[src/rtl/dmem_lsu_pkg.sv]
// -----------------------------------------------------------------------------
// dmem_lsu_pkg
// Shared definitions for the MEM-stage load/store unit:
//   - lsu_state_e   : FSM state encoding (IDLE, REQ, WAIT_RD)
//   - F3_*          : func3 access size/sign codes
//   - f3_legal      : is this func3 a supported access for the direction?
//   - is_misaligned : does the byte address violate the natural alignment?
// -----------------------------------------------------------------------------
package dmem_lsu_pkg;

    typedef enum logic [1:0] {
        IDLE    = 2'd0,
        REQ     = 2'd1,
        WAIT_RD = 2'd2
    } lsu_state_e;

    localparam logic [2:0] F3_B  = 3'b000;
    localparam logic [2:0] F3_H  = 3'b001;
    localparam logic [2:0] F3_W  = 3'b010;
    localparam logic [2:0] F3_BU = 3'b100;
    localparam logic [2:0] F3_HU = 3'b101;

    // Unsigned variants only exist for loads; 011/110/111 are never legal.
    function automatic logic f3_legal(input logic [2:0] f3, input logic is_load);
        case (f3)
            F3_B, F3_H, F3_W: return 1'b1;
            F3_BU, F3_HU:     return is_load;
            default:          return 1'b0;
        endcase
    endfunction

    // Halfwords need bit 0 clear, words need both low bits clear.
    function automatic logic is_misaligned(input logic [2:0] f3, input logic [1:0] lo);
        case (f3[1:0])
            2'b01:   return lo[0];
            2'b10:   return |lo;
            default: return 1'b0;
        endcase
    endfunction

endpackage

[src/rtl/dmem_lsu_align.sv]
// -----------------------------------------------------------------------------
// lsu_align
// Purely combinational lane logic shared by stores and loads.
//   addr_lo : byte offset within the word
//   func3   : access size/sign code
//   wr_data : store data from the pipeline
//   rd_data : raw word returned by memory
//   be      : byte enables for a store of this size at this offset
//   wdata   : store data replicated into every lane it may occupy
//   rd_ext  : selected byte/half/word, sign- or zero-extended
// -----------------------------------------------------------------------------
module lsu_align
    import dmem_lsu_pkg::*;
#(
    parameter int DATA_W = 32
) (
    input  logic [1:0]        addr_lo,
    input  logic [2:0]        func3,
    input  logic [DATA_W-1:0] wr_data,
    input  logic [DATA_W-1:0] rd_data,
    output logic [3:0]        be,
    output logic [DATA_W-1:0] wdata,
    output logic [DATA_W-1:0] rd_ext
);

    logic [7:0]  byte_sel;
    logic [15:0] half_sel;

    // Replicating the store data means memory picks the right lane by be alone.
    always_comb begin
        be    = 4'b1111;
        wdata = wr_data;
        case (func3[1:0])
            2'b00: begin
                be    = 4'b0001 << addr_lo;
                wdata = {4{wr_data[7:0]}};
            end
            2'b01: begin
                be    = 4'b0011 << addr_lo;
                wdata = {2{wr_data[15:0]}};
            end
            default: ;
        endcase
    end

    assign byte_sel = rd_data[{addr_lo, 3'b000} +: 8];
    assign half_sel = rd_data[{addr_lo[1], 4'b0000} +: 16];

    always_comb begin
        rd_ext = rd_data;
        case (func3)
            F3_B:    rd_ext = {{(DATA_W-8){byte_sel[7]}}, byte_sel};
            F3_BU:   rd_ext = {{(DATA_W-8){1'b0}}, byte_sel};
            F3_H:    rd_ext = {{(DATA_W-16){half_sel[15]}}, half_sel};
            F3_HU:   rd_ext = {{(DATA_W-16){1'b0}}, half_sel};
            default: rd_ext = rd_data;
        endcase
    end

endmodule

[src/rtl/dmem_lsu.sv]
// -----------------------------------------------------------------------------
// dmem_lsu
// MEM-stage load/store unit. Turns a MemRead/MemWrite from EX/MEM into a
// req/gnt/rvalid transaction and stalls the pipeline until it completes.
//   clk, reset                    : clock, asynchronous active-low reset
//   MemRead, MemWrite, Addr,
//   WrData, Funct3                : access from the EX/MEM register
//   ReadData                      : extended load result (valid the cycle
//                                   after completion)
//   Stall                         : freeze PC .. EX/MEM this cycle
//   AccErr                        : one-cycle pulse for misaligned, illegal
//                                   or timed-out accesses
//   mem_req/we/addr/be/wdata      : request side of the memory port
//   mem_gnt, mem_rvalid, mem_rdata: response side of the memory port
// -----------------------------------------------------------------------------
module dmem_lsu
    import dmem_lsu_pkg::*;
#(
    parameter int DATA_W     = 32,
    parameter int DM_ADDRESS = 9,
    parameter int TIMEOUT    = 16
) (
    input  logic                  clk,
    input  logic                  reset,
    input  logic                  MemRead,
    input  logic                  MemWrite,
    input  logic [DM_ADDRESS-1:0] Addr,
    input  logic [DATA_W-1:0]     WrData,
    input  logic [2:0]            Funct3,
    output logic [DATA_W-1:0]     ReadData,
    output logic                  Stall,
    output logic                  AccErr,
    output logic                  mem_req,
    output logic                  mem_we,
    output logic [DM_ADDRESS-1:0] mem_addr,
    output logic [3:0]            mem_be,
    output logic [DATA_W-1:0]     mem_wdata,
    input  logic                  mem_gnt,
    input  logic                  mem_rvalid,
    input  logic [DATA_W-1:0]     mem_rdata
);

    localparam int CNT_W = $clog2(TIMEOUT) + 1;

    lsu_state_e       state;
    logic [CNT_W-1:0] tmo_cnt;
    logic [2:0]       f3_q;
    logic [1:0]       lo_q;

    logic             any_req;
    logic             req_err;
    logic             accept;
    logic             tmo_hit;

    logic [1:0]        al_lo;
    logic [2:0]        al_f3;
    logic [3:0]        al_be;
    logic [DATA_W-1:0] al_wdata;
    logic [DATA_W-1:0] al_rd;

    assign any_req = MemRead | MemWrite;
    assign req_err = any_req & ((MemRead & MemWrite)
                              | !f3_legal(Funct3, MemRead)
                              | is_misaligned(Funct3, Addr[1:0]));
    assign accept  = (state == IDLE) & any_req & !req_err;
    assign tmo_hit = (tmo_cnt == CNT_W'(TIMEOUT - 1));

    // One align instance serves both directions: in IDLE it shapes the
    // incoming store, otherwise it extracts from the latched offset/size.
    assign al_lo = (state == IDLE) ? Addr[1:0] : lo_q;
    assign al_f3 = (state == IDLE) ? Funct3    : f3_q;

    lsu_align #(.DATA_W(DATA_W)) u_align (
        .addr_lo (al_lo),
        .func3   (al_f3),
        .wr_data (WrData),
        .rd_data (mem_rdata),
        .be      (al_be),
        .wdata   (al_wdata),
        .rd_ext  (al_rd)
    );

    // Stall drops in the completion (or timeout) cycle so the pipeline
    // advances exactly once per access.
    always_comb begin
        Stall = 1'b0;
        if (reset) begin
            case (state)
                IDLE:    Stall = accept;
                REQ:     Stall = mem_gnt ? !(mem_we | mem_rvalid) : !tmo_hit;
                WAIT_RD: Stall = !mem_rvalid & !tmo_hit;
                default: Stall = 1'b0;
            endcase
        end
    end

    always_ff @(posedge clk or negedge reset) begin
        if (!reset) begin
            state     <= IDLE;
            tmo_cnt   <= '0;
            f3_q      <= '0;
            lo_q      <= '0;
            ReadData  <= '0;
            AccErr    <= 1'b0;
            mem_req   <= 1'b0;
            mem_we    <= 1'b0;
            mem_addr  <= '0;
            mem_be    <= '0;
            mem_wdata <= '0;
        end else begin
            AccErr <= 1'b0;
            case (state)
                IDLE: begin
                    if (accept) begin
                        state     <= REQ;
                        tmo_cnt   <= '0;
                        mem_req   <= 1'b1;
                        mem_we    <= MemWrite;
                        mem_addr  <= {Addr[DM_ADDRESS-1:2], 2'b00};
                        mem_be    <= al_be;
                        mem_wdata <= al_wdata;
                        f3_q      <= Funct3;
                        lo_q      <= Addr[1:0];
                    end else if (req_err) begin
                        AccErr <= 1'b1;
                    end
                end
                REQ: begin
                    // A response in the last counted cycle still wins.
                    if (mem_gnt) begin
                        mem_req <= 1'b0;
                        if (mem_we) begin
                            state <= IDLE;
                        end else if (mem_rvalid) begin
                            ReadData <= al_rd;
                            state    <= IDLE;
                        end else begin
                            state   <= WAIT_RD;
                            tmo_cnt <= '0;
                        end
                    end else if (tmo_hit) begin
                        mem_req  <= 1'b0;
                        AccErr   <= 1'b1;
                        ReadData <= '0;
                        state    <= IDLE;
                    end else begin
                        tmo_cnt <= tmo_cnt + CNT_W'(1);
                    end
                end
                WAIT_RD: begin
                    if (mem_rvalid) begin
                        ReadData <= al_rd;
                        state    <= IDLE;
                    end else if (tmo_hit) begin
                        AccErr   <= 1'b1;
                        ReadData <= '0;
                        state    <= IDLE;
                    end else begin
                        tmo_cnt <= tmo_cnt + CNT_W'(1);
                    end
                end
                default: state <= IDLE;
            endcase
        end
    end

endmodule
[config.mk]
export PLATFORM = sky130hd
export DESIGN_NAME = dmem_lsu
export DESIGN_NICKNAME = d
export VERILOG_FILES = /design/src/rtl/dmem_lsu_pkg.sv /design/src/rtl/dmem_lsu_align.sv /design/src/rtl/dmem_lsu.sv
export SDC_FILE = /design/constraint.sdc
export NUM_CORES = 1
export LEC_CHECK = 0
export BUFFER_PORTS_ARGS = -buffer_cell sky130_fd_sc_hd__buf_2
export CAP_MARGIN = 25
export CORE_UTILIZATION = 50
export CTS_CLUSTER_DIAMETER = 30
export DETAILED_ROUTE_END_ITERATION = 6
export PLACE_DENSITY_LB_ADDON = 0.25
export SYNTH_ARGS = -nofsm -noshare
export SYNTH_HDL_FRONTEND = slang
export SYNTH_SLANG_ARGS = --single-unit
[constraint.sdc]
create_clock -name clk -period 2.55 [get_ports clk]
set_input_delay 0.1275 -clock clk [delete_from_list [all_inputs] [get_ports clk]]
set_output_delay 0.1275 -clock clk [all_outputs]
set_load 0.01 [all_outputs]
==> metrics.md, run 1 <==
| Metric | Value |
|---|---|
| Drt first-iter violations | `243` |
| First-pass GRT wire length | `20.2 mm` |
| Clock network power share | `0.137` |
| DR WL/cell | `between 15 and 20 um` |
| Seq pwr share | `0.366` |
| Cts bufs inserted | `9` |
| Worst hold slack | `approximately 0.020 ns` |
| Status | `complete, no violations` |
| NetSw | `2780 uW` |
| Crit Path Max Fanout | `12` |
| CTS max path bufs | `2` |
| N_diodes | `0` |
| Die Area | `0.00952 sq mm` |
| CTS root buffer | `clkbuf_8` |
| # H-tree levels | `3` |
| Vias in the first global route | `4198` |
| LEAKAGE | `0.00280 uW` |
| Die H | `97.6 um` |
| Final-layout fill cell count | `747` |
| CP Depth | `8` |
| Clock Latency Late Sink | `0.36 ns` |
| Syn Std Cell Area | `0.00457 sq mm` |
| Port Buffers | `160` |
| Comb pwr share | `0.497` |
| WP data required | `2.42 ns` |
| F_max | `0.418 GHz` |
| First-pass DRT Iterations | `5` |
| Clock edge transition at the registers on the reported setup and hold paths | `~0.09 ns` |
| Worst hold stages | `3` |
| Initial antenna violation count | `0` |
| Synth cell types | `between 40 and 50` |
| Final non-filler cell total | `726` |
| Worst reg-to-reg path cell count | `6` |
| Crit-path cells | `inv_1 -> ha_4 -> inv_1 -> nor4_4 -> buf_4 -> nor2_1 -> nor3b_1 -> buf_2` |
| Delay-heaviest family, CP | `buffers and inverters` |
| DP Cell Count | `698` |
| Detailed-route via count | `4138` |
| Max_cap viols | `0` |
| Syn Inst Count | `441` |
| Clock Sinks | `90` |
| Crit path arrival time | `~2.3 ns` |
| DRC viols | `0` |
| Sw Share | `0.410` |
| Post-Route WL | `12.2 mm` |
| RSZ-0062 raised after global routing | `no` |
| Skew final | `between 0.01 and 0.015 ns` |
| Internal power | `4000 uW` |
| Crit path top cell by count | `inv_1` |
| Largest net degree at the start of global routing | `69` |
| Register area share after synthesis | `0.493` |
| Setup TNS | `0 ns` |
| Synth Flop Type | `dfrtp_1` |
| Final Hold Violating Endpoints | `0` |
| Period utilisation layout | `0.937` |
| Post-DP HPWL | `about 8.9 mm` |
| I/O Pins | `163` |
| Worst hold path class | `primary input to flip-flop` |
| Post-route ant nets | `0` |
| GRT overflow | `0` |
| Slew HR | `0.539` |
| Yosys reg bits | `90` |
| TritonCTS clock tree | `yes` |
| RePlAce Congestion | `0.896` |
| Cell Pwr Density | `1160 mW/mm^2` |
| Tightest Pin Transition | `0.691 ns` |
| Final net count | `702` |
| Min Tclk post-route | `2.39 ns` |
| CP bufs+invs | `4` |
| Peak VDD IR | `582 uV` |
| Layout cells sized above 1 | `0.379` |
| Synth warn | `0` |
| Setup violators final | `0` |
| Setup CP Type | `flip-flop to primary output` |
| Starting density of the core | `0.521` |
| Vias/cell | `5.70` |
| Pins Over Slew Limit | `0` |
| Syn_area_per_cell | `10.4 sq um` |
| Crit path launch type | `flip-flop` |
| Global-route usage over all layers | `0.265` |
| Post-CTS Setup Repair Bufs | `0` |
| Row Count | `34` |
| Crit-path max cell delay | `0.43 ns` |
| FFs w/ async S/R, synth | `1.00` |
| Die width | `around 100 um` |
| Placeable Area | `0.00876 sq mm` |
| Slowest cell on crit path | `dfrtp_1` |
| Area Growth Syn to Fin | `27.6%` |
| Post-synth EDFFs | `0` |
| CP endpoint kind | `primary output` |
## area by class of cell
class | count | area, sq um | share of cell area
Inverter | 11 | 41.3 | 0.00708
Clock inverter | 6 | 48.8 | 0.00837
Timing Repair Buffer | 186 | 1050 | 0.181
Clock buffer | 10 | 138 | 0.0236
Tap cell | 108 | 135 | 0.0232
Sequential cell | 90 | 2250 | 0.386
Multi-Input combinational cell | 315 | 2160 | 0.371
## what timing repair did
action | 4_1_cts | 5_1_grt
endpoints found under the setup margin | 1 | 1
endpoints found under the hold margin | 53 | 0
hold buffers | 12 | 0
pin swaps | 0 | 0
gates resized for setup | 1 | 1
## sequential cells by signal, summed over array words and instances, names as in the netlist
register	cells
mem_we	1
tmo_cnt	5
ReadData	32
lo_q	2
f3_q	3
mem_wdata	32
mem_req	1
mem_addr	7
state	2
AccErr	1
mem_be	4
## cell usage after synthesis (2+ instances only)
master     count  area [sq um]
a221o_1       17           170
o2bb2ai_1      7          61.3
nand2_1       47           176
and3_1         2          12.5
inv_1         11          41.3
buf_6          2          22.5
o21a_1         2          15.0
and2_1         2          12.5
mux2i_1       23           230
nor2_1        31           116
a31oi_1       14          87.6
a21o_1         2          15.0
nor2b_1        2          12.5
mux2_4         3          45.0
clkbuf_1      11          41.3
dfrtp_1       90          2250
nand2b_1       2          12.5
nand3_1       10          50.1
o31ai_1        3          22.5
o211ai_1       3          22.5
a21oi_1       28           140
o21ai_0       45           225
a22oi_1        9          67.6
nor4b_1        2          17.5
mux2_2        29           327
nor3_1         4          20.0
buf_4          2          15.0
o21ai_1        2          10.0
ha_1           7          87.6
buf_2         10          50.1
## tightest hold or removal path, cell delays in order
cell	delay, ns
buf_2	0.09
nand2_1	0.05
a31oi_1	0.07
## final timing paths
| path | startpoint | slack [ns] | to |
|---|---|---|---|
| max in group asynchronous | reset | 1.25 | mem_wdata[26] |
| worst max register to register | state[1] | 0.24 | ReadData[28] |
| worst min register to register | ReadData[0] | 0.49 | ReadData[0] |
| worst min-delay path | WrData[18] | 0.02 | mem_wdata[18] |
| min in group asynchronous | reset | 0.29 | ReadData[10] |
| worst max-delay path | state[0] | 0.16 | Stall |
## power by group through the flow
stage | logic [uW] | registers (uW) | clock network, uW
after detailed placement | 3330 | 2490 | 0
final | 3370 | 2480 | 927
after floorplan | 1830 | 2740 | 0
after global routing | 3690 | 2560 | 1010
after global placement | 3230 | 2470 | 0
after CTS | 3360 | 2470 | 953
## cell usage in the layout (no fill, tap or decap), types with 3 or more instances in the layout
cell           count
mux2_4             3
clkbuf_8          10
buf_4             13
o2bb2ai_1          7
a21oi_1           28
dfrtp_1           90
buf_2            159
nand3_1           10
mux2_2            29
nor3_1             4
a22oi_1            9
dlygate4sd3_1     12
nand2_1           47
mux2i_1           23
nor2_1            31
inv_1             11
clkinv_4           3
a31oi_1           14
o211ai_1           3
a221o_1           17
o21ai_0           45
ha_1               6
## cell families after synthesis
group / synth area share
other cells: 0.000821
mux: 0.132
buf+inv: 0.0383
simple gates: 0.105
compound gates: 0.212
flops: 0.493
fa+ha+maj: 0.0192
## stage by stage
step / area, sq um / setup WS [ns] / power [uW] / utilization
global placement: 5510 / 0.185 / 5700 / 0.629
CTS: 5820 / 0.0392 / 6780 / 0.664
finish: 5830 / 0.160 / 6780 / 0.665
global route: 5830 / 0.0868 / 7260 / 0.665
detailed placement: 5510 / 0.0990 / 5820 / 0.629
floorplan: 4570 / 0.478 / 4570 / -
## routing by layer
metal	up-vias	global-route usage	wire, um
met2	186	0.438	5970
met5	-	0	0
li1	1958	-	-
met3	14	0.0791	1080
met1	1980	0.331	5030
met4	0	0.0871	137
No activity file was read; power rests on OpenSTA's default activity.
==> run 2, diff against run 1 <==
--- a/config.mk
+++ b/config.mk
@@ -10,6 +10,7 @@
 export CORE_UTILIZATION = 50
 export CTS_CLUSTER_DIAMETER = 30
 export DETAILED_ROUTE_END_ITERATION = 6
+export HOLD_SLACK_MARGIN = 0.15
 export PLACE_DENSITY_LB_ADDON = 0.25
 export SYNTH_ARGS = -nofsm -noshare
 export SYNTH_HDL_FRONTEND = slang
==> run 2 against run 1 <==
Net effect: final cell count increased by 9.4%; critical endpoint unchanged; cell area rose by 12%; utilization is 7.8 points higher; register-to-register slack got worse by 0.07 ns; critical path depth increased by 3; non-clock buffer count up 68; clock skew fell by 0.0012 ns; sequential share of layout area shrank 4.1 points; highest routed layer unchanged; count of clock-buffer cells in the layout did not move; total power rose by 2.9%; die area stayed put.
==> metrics.md, run 2 (synthesis results as in run 1) <==
| Metric | Value |
|---|---|
| GRT overflow | `0 (unchanged)` |
| RSZ-0062 raised after global routing | `no (unchanged)` |
| Clock network power share | `0.134 (was 0.137)` |
| Starting density of the core | `0.521 (unchanged)` |
| CTS root buffer | `clkbuf_8 (unchanged)` |
| Clock Latency Late Sink | `0.36 ns (about the same)` |
| Crit path arrival time | `2.32 ns (was 2.26 ns)` |
| Seq pwr share | `0.359 (was 0.366)` |
| WP data required | `2.42 ns (about the same)` |
| Initial antenna violation count | `0 (unchanged)` |
| Row Count | `34 (unchanged)` |
| F_max | `0.408 GHz (was 0.418 GHz)` |
| Layout cells sized above 1 | `0.344 (was 0.379)` |
| Area Growth Syn to Fin | `42.6% (was 27.6%)` |
| N_diodes | `0 (unchanged)` |
| Worst Hold Path EP | `ReadData[7] (was mem_wdata[18])` |
| Tightest Pin Transition | `0.624 ns (was 0.691 ns)` |
| Setup CP Type | `primary input to primary output (was flip-flop to primary output)` |
| Delay-heaviest family, CP | `buffers and inverters (unchanged)` |
| DR WL/cell | `17.6 um (was 16.8 um)` |
| Vias/cell | `5.75 (was 5.70)` |
| DP Cell Count | `698 (unchanged)` |
| Port Buffers | `160 (unchanged)` |
| Worst hold slack | `0.188 ns (was 0.0199 ns)` |
| Most frequent cells in the layout | `159 x buf_2, 90 x dfrtp_1, 79 x dlygate4sd3_1, 47 x nand2_1, 45 x o21ai_0 (was 159 x buf_2, 90 x dfrtp_1, 47 x nand2_1, 45 x o21ai_0, 31 x nor2_1)` |
| # H-tree levels | `3 (unchanged)` |
| Worst reg-to-reg path cell count | `9 (was 6)` |
| Placeable Area | `0.00876 sq mm (unchanged)` |
| Die width | `97.6 um (unchanged)` |
| NetSw | `2890 uW (was 2780 uW)` |
| Sw Share | `0.414 (was 0.410)` |
| Hold Startpoint | `mem_rdata[7] (was WrData[18])` |
| First-pass DRT Iterations | `6 (was 5)` |
| Slew HR | `0.584 (was 0.539)` |
| Internal power | `4080 uW (was 4000 uW)` |
| Post-route ant nets | `0 (unchanged)` |
| RePlAce Congestion | `0.896 (unchanged)` |
| Clock edge transition at the registers on the reported setup and hold paths | `0.10 ns (was 0.09 ns)` |
| Most common cell after layout, fill and taps aside | `buf_2 (unchanged)` |
| Crit-path max cell delay | `0.53 ns (was 0.43 ns)` |
| Flop2flop setup slack | `0.17 ns (was 0.24 ns)` |
| Cts bufs inserted | `9 (unchanged)` |
| Placed Area | `0.00551 sq mm (unchanged)` |
| CTS max path bufs | `2 (unchanged)` |
| Largest net degree at the start of global routing | `69 (unchanged)` |
| Final Util | `0.744 (was 0.665)` |
| Final non-filler cell total | `794 (was 726)` |
| Min Tclk post-route | `2.45 ns (was 2.39 ns)` |
| Final Hold Violating Endpoints | `0 (unchanged)` |
| Post-Route WL | `14.0 mm (was 12.2 mm)` |
| Max_cap viols | `0 (unchanged)` |
| Comb pwr share | `0.507 (was 0.497)` |
| Crit path top cell by count | `buf_2 (was inv_1)` |
| Crit path launch type | `primary input (was flip-flop)` |
| First-pass GRT wire length | `23.0 mm (was 20.2 mm)` |
| Peak VDD IR | `549 uV (was 582 uV)` |
| Crit Path Max Fanout | `5 (was 12)` |
| Cell Pwr Density | `1070 mW/mm^2 (was 1160 mW/mm^2)` |
| CP endpoint kind | `primary output (unchanged)` |
| Worst hold stages | `3 (unchanged)` |
| Pins Over Slew Limit | `0 (unchanged)` |
| LEAKAGE | `0.00309 uW (was 0.00280 uW)` |
| Post-DP HPWL | `8.91 mm (unchanged)` |
| Die Area | `0.00952 sq mm (unchanged)` |
| Global-route usage over all layers | `0.302 (was 0.265)` |
| Crit-path cells | `dlygate4sd3_1 -> buf_2 -> inv_1 -> ha_1 -> o21ai_1 -> a21oi_1 -> nor4_4 -> buf_4 -> nor2_1 -> nor3b_1 -> buf_2 (was inv_1 -> ha_4 -> inv_1 -> nor4_4 -> buf_4 -> nor2_1 -> nor3b_1 -> buf_2)` |
| DRC viols | `0 (unchanged)` |
| Slowest cell on crit path | `dlygate4sd3_1 (was dfrtp_1)` |
| FF-to-FF End | `mem_wdata[8] (was ReadData[28])` |
| I/O Pins | `163 (unchanged)` |
| Die H | `97.6 um (unchanged)` |
| Detailed-route via count | `4565 (was 4138)` |
| RR Startpoint | `state[0] (was state[1])` |
| Setup violators final | `0 (unchanged)` |
| Skew final | `0.0105 ns (was 0.0118 ns)` |
| Biggest regs | `ReadData: 32 flops, mem_wdata: 32 flops, mem_addr: 7 flops (unchanged)` |
| Period utilisation layout | `0.962 (was 0.937)` |
| Worst hold path class | `primary input to flip-flop (unchanged)` |
| Drt first-iter violations | `213 (was 243)` |
| Design area | `0.00652 sq mm (was 0.00583 sq mm)` |
| Status | `complete, no violations (unchanged)` |
| Clock Sinks | `90 (unchanged)` |
| TritonCTS clock tree | `yes (unchanged)` |
| Vias in the first global route | `4740 (was 4198)` |
| CP bufs+invs | `5 (was 4)` |
| Setup TNS | `0 ns (unchanged)` |
| Final net count | `770 (was 702)` |
-- run 2: area by class of cell --
type,count,area [sq um]
clock buffer,10,138
clock inverter,6,48.8
fill,624,2250
inverter,11,41.3
multi-input combinational,315,2170
sequential,90,2250
tap,108,135
timing repair buffer,254,1730
-- run 2: how the worst max path moves through the flow --
stage | depth (start not counted) | startpoint | end
2_1_floorplan | 9 | state[0] | ReadData[20]
3_3_place_gp | 7 | state[0] | mem_wdata[26]
3_5_place_dp | 6 | state[0] | ReadData[23]
4_1_cts | 8 | state[1] | Stall
5_1_grt | 11 | Funct3[0] | Stall
6_report | 11 | Funct3[0] | Stall
-- run 2: power by group through the flow --
stage                     sequential, uW  clock (uW)  combinational, uW
after floorplan                     2740           0               1830
final                               2500         934               3530
after CTS                           2470         953               3450
after global placement              2470           0               3230
after detailed placement            2490           0               3330
after global routing                2580        1020               3850
-- run 2: timing repair --
item,CTS,global route
hold endpoints to repair,118,0
pin swaps,0,1
setup buffers,0,1
hold buffers,79,0
setup endpoints to repair,1,11
gates resized for setup,1,2
-- run 2: tightest hold or removal path, cell delays in order --
cell and delay, ns:
buf_2 0.09, a221o_1 0.16, a22o_1 0.14
-- run 2: per-layer routing --
layer | vias to the layer above | global-route usage | wire length, um
met3 | 24 | 0.0827 | 1290
met5 | - | 0 | 0
met1 | 2198 | 0.366 | 5510
li1 | 2094 | - | -
met4 | 0 | 0.0962 | 201
met2 | 249 | 0.519 | 6960
-- run 2: metrics by stage --
stage | worst slack [ns] | power (uW)
after floorplan | 0.478 | 4570
after global placement | 0.185 | 5700
after detailed placement | 0.0990 | 5820
after CTS | 0.0392 | 6870
after global routing | 0.0175 | 7440
final | 0.0979 | 6970
==> run 3, diff against run 2 <==
--- a/config.mk
+++ b/config.mk
@@ -5,9 +5,9 @@
 export SDC_FILE = /design/constraint.sdc
 export NUM_CORES = 1
 export LEC_CHECK = 0
+export ABC_AREA = 1
 export BUFFER_PORTS_ARGS = -buffer_cell sky130_fd_sc_hd__buf_2
-export CAP_MARGIN = 25
-export CORE_UTILIZATION = 50
+export CORE_UTILIZATION = 52
 export CTS_CLUSTER_DIAMETER = 30
 export DETAILED_ROUTE_END_ITERATION = 6
 export HOLD_SLACK_MARGIN = 0.15
==> run 3 against run 2 <==
Net effect: sequential cell count unchanged; sequential power down 3%; die area up 8.9%; maximum frequency up 7.0%; via count up 24%; hold slack worse by 0.017 ns; critical endpoint unchanged.
==> metrics.md, run 3 <==
| Metric | Value |
|---|---|
| Period utilisation layout | `0.898 (was 0.962)` |
| Design area | `0.00698 sq mm (was 0.00652 sq mm)` |
| Post-DP HPWL | `10.5 mm (was 8.91 mm)` |
| Crit-path max cell delay | `0.41 ns (was 0.53 ns)` |
| # H-tree levels | `3 (unchanged)` |
| Most common cell after layout, fill and taps aside | `nand2_1 (was buf_2)` |
| Die width | `102 um (was 97.6 um)` |
| Syn_area_per_cell | `7.09 sq um (was 10.4 sq um)` |
| DR top layer | `met4 (unchanged)` |
| GRT overflow | `0 (unchanged)` |
| Initial antenna violation count | `0 (unchanged)` |
| Synth warn | `0 (unchanged)` |
| Crit path arrival time | `2.16 ns (was 2.32 ns)` |
| Port Buffers | `160 (unchanged)` |
| Layout cells sized above 1 | `0.229 (was 0.344)` |
| I/O Pins | `163 (unchanged)` |
| Register area share after synthesis | `0.434 (was 0.493)` |
| Vias/cell | `5.17 (was 5.75)` |
| Syn Inst Count | `731 (was 441)` |
| Clock Sinks | `90 (unchanged)` |
| Worst hold path class | `primary input to flip-flop (unchanged)` |
| Synth Flop Type | `dfrtp_1 (unchanged)` |
| Min Tclk post-route | `2.29 ns (was 2.45 ns)` |
| N_diodes | `0 (unchanged)` |
| WL met1 | `6.79 mm (was 5.51 mm)` |
| Combinational family with the most area after synthesis | `simple AND/OR/NAND/NOR gates (was compound AO/OA/AOI/OAI gates)` |
| RePlAce Congestion | `0.882 (was 0.896)` |
| Post-Route WL | `15.7 mm (was 14.0 mm)` |
| Synth cell types | `33 (was 49)` |
| Crit path launch type | `flip-flop (was primary input)` |
| Compound-cell area share of the yosys netlist | `0.0864 (was 0.212)` |
| WP data required | `2.42 ns (about the same)` |
| DR WL/cell | `14.4 um (was 17.6 um)` |
| CTS max path bufs | `2 (unchanged)` |
| Crit-path cells | `inv_1 -> ha_1 -> inv_2 -> nor2_1 -> nand3_2 -> a31oi_1 -> buf_2 (was dlygate4sd3_1 -> buf_2 -> inv_1 -> ha_1 -> o21ai_1 -> a21oi_1 -> nor4_4 -> buf_4 -> nor2_1 -> nor3b_1 -> buf_2)` |
| Most frequent cells in the layout | `350 x nand2_1, 159 x buf_2, 90 x dfrtp_1, 69 x nand3_1, 66 x dlygate4sd3_1 (was 159 x buf_2, 90 x dfrtp_1, 79 x dlygate4sd3_1, 47 x nand2_1, 45 x o21ai_0)` |
| Tightest Pin Transition | `0.544 ns (was 0.624 ns)` |
| Detailed-route via count | `5641 (was 4565)` |
| CP endpoint kind | `primary output (unchanged)` |
| CP bufs+invs | `3 (was 5)` |
| Clock Latency Late Sink | `0.36 ns (about the same)` |
| WL met2 | `7.48 mm (was 6.96 mm)` |
| Max_cap viols | `0 (unchanged)` |
| Post-synth top area share | `0.434 (was 0.493)` |
| Peak VDD IR | `569 uV (was 549 uV)` |
| First-pass GRT wire length | `25.3 mm (was 23.0 mm)` |
| Cell Pwr Density | `1010 mW/mm^2 (was 1070 mW/mm^2)` |
| Skew final | `0.00836 ns (was 0.0105 ns)` |
| Slew HR | `0.637 (was 0.584)` |
| Yosys reg bits | `90 (unchanged)` |
| LEAKAGE | `0.00399 uW (was 0.00309 uW)` |
| Clock edge transition at the registers on the reported setup and hold paths | `0.09 ns (was 0.10 ns)` |
| Placed Area | `0.00611 sq mm (was 0.00551 sq mm)` |
| Largest net degree at the start of global routing | `48 (was 69)` |
| Post-synth EDFFs | `0 (unchanged)` |
| Starting density of the core | `0.533 (was 0.521)` |
| Area leader, netlist | `dfrtp_1 (unchanged)` |
| Synth top area cells | `dfrtp_1 43%, nand2_1 25%, nand3_1 6.8%, inv_1 3.7%, o21ai_0 3.4% (was dfrtp_1 49%, mux2_2 7.1%, mux2i_1 5.0%, o21ai_0 4.9%, nand2_1 3.9%)` |
| Global-route usage over all layers | `0.315 (was 0.302)` |
| CTS root buffer | `clkbuf_8 (unchanged)` |
| Final net count | `1042 (was 770)` |
| Row Count | `36 (was 34)` |
| Metal3 WL | `876 um (was 1.29 mm)` |
| Placeable Area | `0.00973 sq mm (was 0.00876 sq mm)` |
| Post-CTS Setup Repair Bufs | `0 (unchanged)` |
| Synth cell count leaders | `350 x nand2_1, 90 x dfrtp_1, 70 x nand3_1, 51 x inv_1, 35 x o21ai_0 (was 90 x dfrtp_1, 47 x nand2_1, 45 x o21ai_0, 31 x nor2_1, 29 x mux2_2)` |
| Synth Area in XOR/XNOR | `0.00169 (was 0)` |
| Post-route ant nets | `0 (unchanged)` |
| Crit Path Max Fanout | `8 (was 5)` |
| Setup CP Type | `flip-flop to primary output (was primary input to primary output)` |
| Setup TNS | `0 ns (unchanged)` |
| F_max | `0.436 GHz (was 0.408 GHz)` |
| Die H | `102 um (was 97.6 um)` |
| Synth Area in Simple Gates | `0.379 (was 0.105)` |
| Post-CTS resize count | `0 (was 1)` |
| Drt first-iter violations | `447 (was 213)` |
| First-pass DRT Iterations | `5 (was 6)` |
| RSZ-0062 raised after global routing | `no (unchanged)` |
| Slowest cell on crit path | `dfrtp_1 (was dlygate4sd3_1)` |
| Final Hold Violating Endpoints | `0 (unchanged)` |
| Die Area | `0.0104 sq mm (was 0.00952 sq mm)` |
| Status | `complete, no violations (unchanged)` |
| Biggest regs | `ReadData: 32 flops, mem_wdata: 32 flops, mem_addr: 7 flops (unchanged)` |
| Pins Over Slew Limit | `0 (unchanged)` |
| Count leader, synth | `nand2_1 (was dfrtp_1)` |
| Cts bufs inserted | `9 (unchanged)` |
| DRC viols | `0 (unchanged)` |
| TritonCTS clock tree | `yes (unchanged)` |
| Delay-heaviest family, CP | `buffers and inverters (unchanged)` |
| Adder-cell share of the synthesized area | `0.0169 (was 0.0192)` |
| Setup violators final | `0 (unchanged)` |
| Area Growth Syn to Fin | `34.6% (was 42.6%)` |
| Mux cell area share after synthesis | `0 (was 0.132)` |
| Final Util | `0.718 (was 0.744)` |
| Vias in the first global route | `5332 (was 4740)` |
| FFs w/ async S/R, synth | `1.00 (unchanged)` |
| Syn Std Cell Area | `0.00519 sq mm (was 0.00457 sq mm)` |
-- run 3: cells by family (layout without fill, tap and decap cells) --
| family | count (synthesis) | in the layout |
|---|---|---|
| buffers and inverters | 91 | 317 |
| AND/OR/NAND/NOR | 460 | 460 |
| other | 1 | 2 |
| XOR/XNOR | 1 | 1 |
| AO/OA/AOI/OAI | 81 | 81 |
| flip-flops | 90 | 90 |
| adder cells (fa/ha/maj) | 7 | 7 |
-- run 3: what timing repair did --
action | in CTS | in global routing
hold buffers | 66 | 0
hold endpoints to repair | 104 | 0
setup endpoints to repair | 0 | 0
-- run 3: report_power, final --
| group | switching, uW | internal (uW) |
|---|---|---|
| Combinational | 2230 | 1360 |
| Clock | 513 | 552 |
| Sequential | 378 | 2050 |
-- run 3: final timing paths --
path	startpoint	end	slack [ns]	depth (start not counted)
setup / recovery	state[1]	Stall	0.26	7
hold reg to reg	mem_wdata[19]	mem_wdata[19]	0.48	2
min in group asynchronous	reset	mem_addr[4]	0.29	2
max in group asynchronous	reset	ReadData[30]	1.47	3
setup reg to reg	state[1]	ReadData[13]	0.30	11
hold / removal	Funct3[1]	f3_q[1]	0.17	3
-- run 3: final cells by class --
type                       count  area [sq um]
fill                         789          2750
multi-input combinational    551          2530
inverter                      58           218
clock buffer                  11           131
clock inverter                 5          78.8
timing repair buffer         243          1600
tap                          133           166
sequential                    90          2250
-- run 3: layer usage --
metal,up-vias,GRT usage
met5,-,0
met4,0,0.158
met3,54,0.0424
met2,251,0.512
met1,2588,0.415
li1,2748,-
-- run 3: tightest hold or removal path, delay by kind of cell --
family                 cells  cell delay (ns)
AND/OR/NAND/NOR            1             0.10
buffers and inverters      1             0.13
AO/OA/AOI/OAI              1             0.13
-- run 3: stage by stage --
step           worst slack [ns]  power, uW  cells  hold slack (ns)
2_1_floorplan             0.768       4680    732           -0.168
3_3_place_gp              0.500       5770   1009            0.138
3_5_place_dp              0.380       5870   1009            0.144
4_1_cts                   0.246       7030   1091            0.157
5_1_grt                  0.0865       7630   1091            0.194
6_report                  0.259       7080   1091            0.171
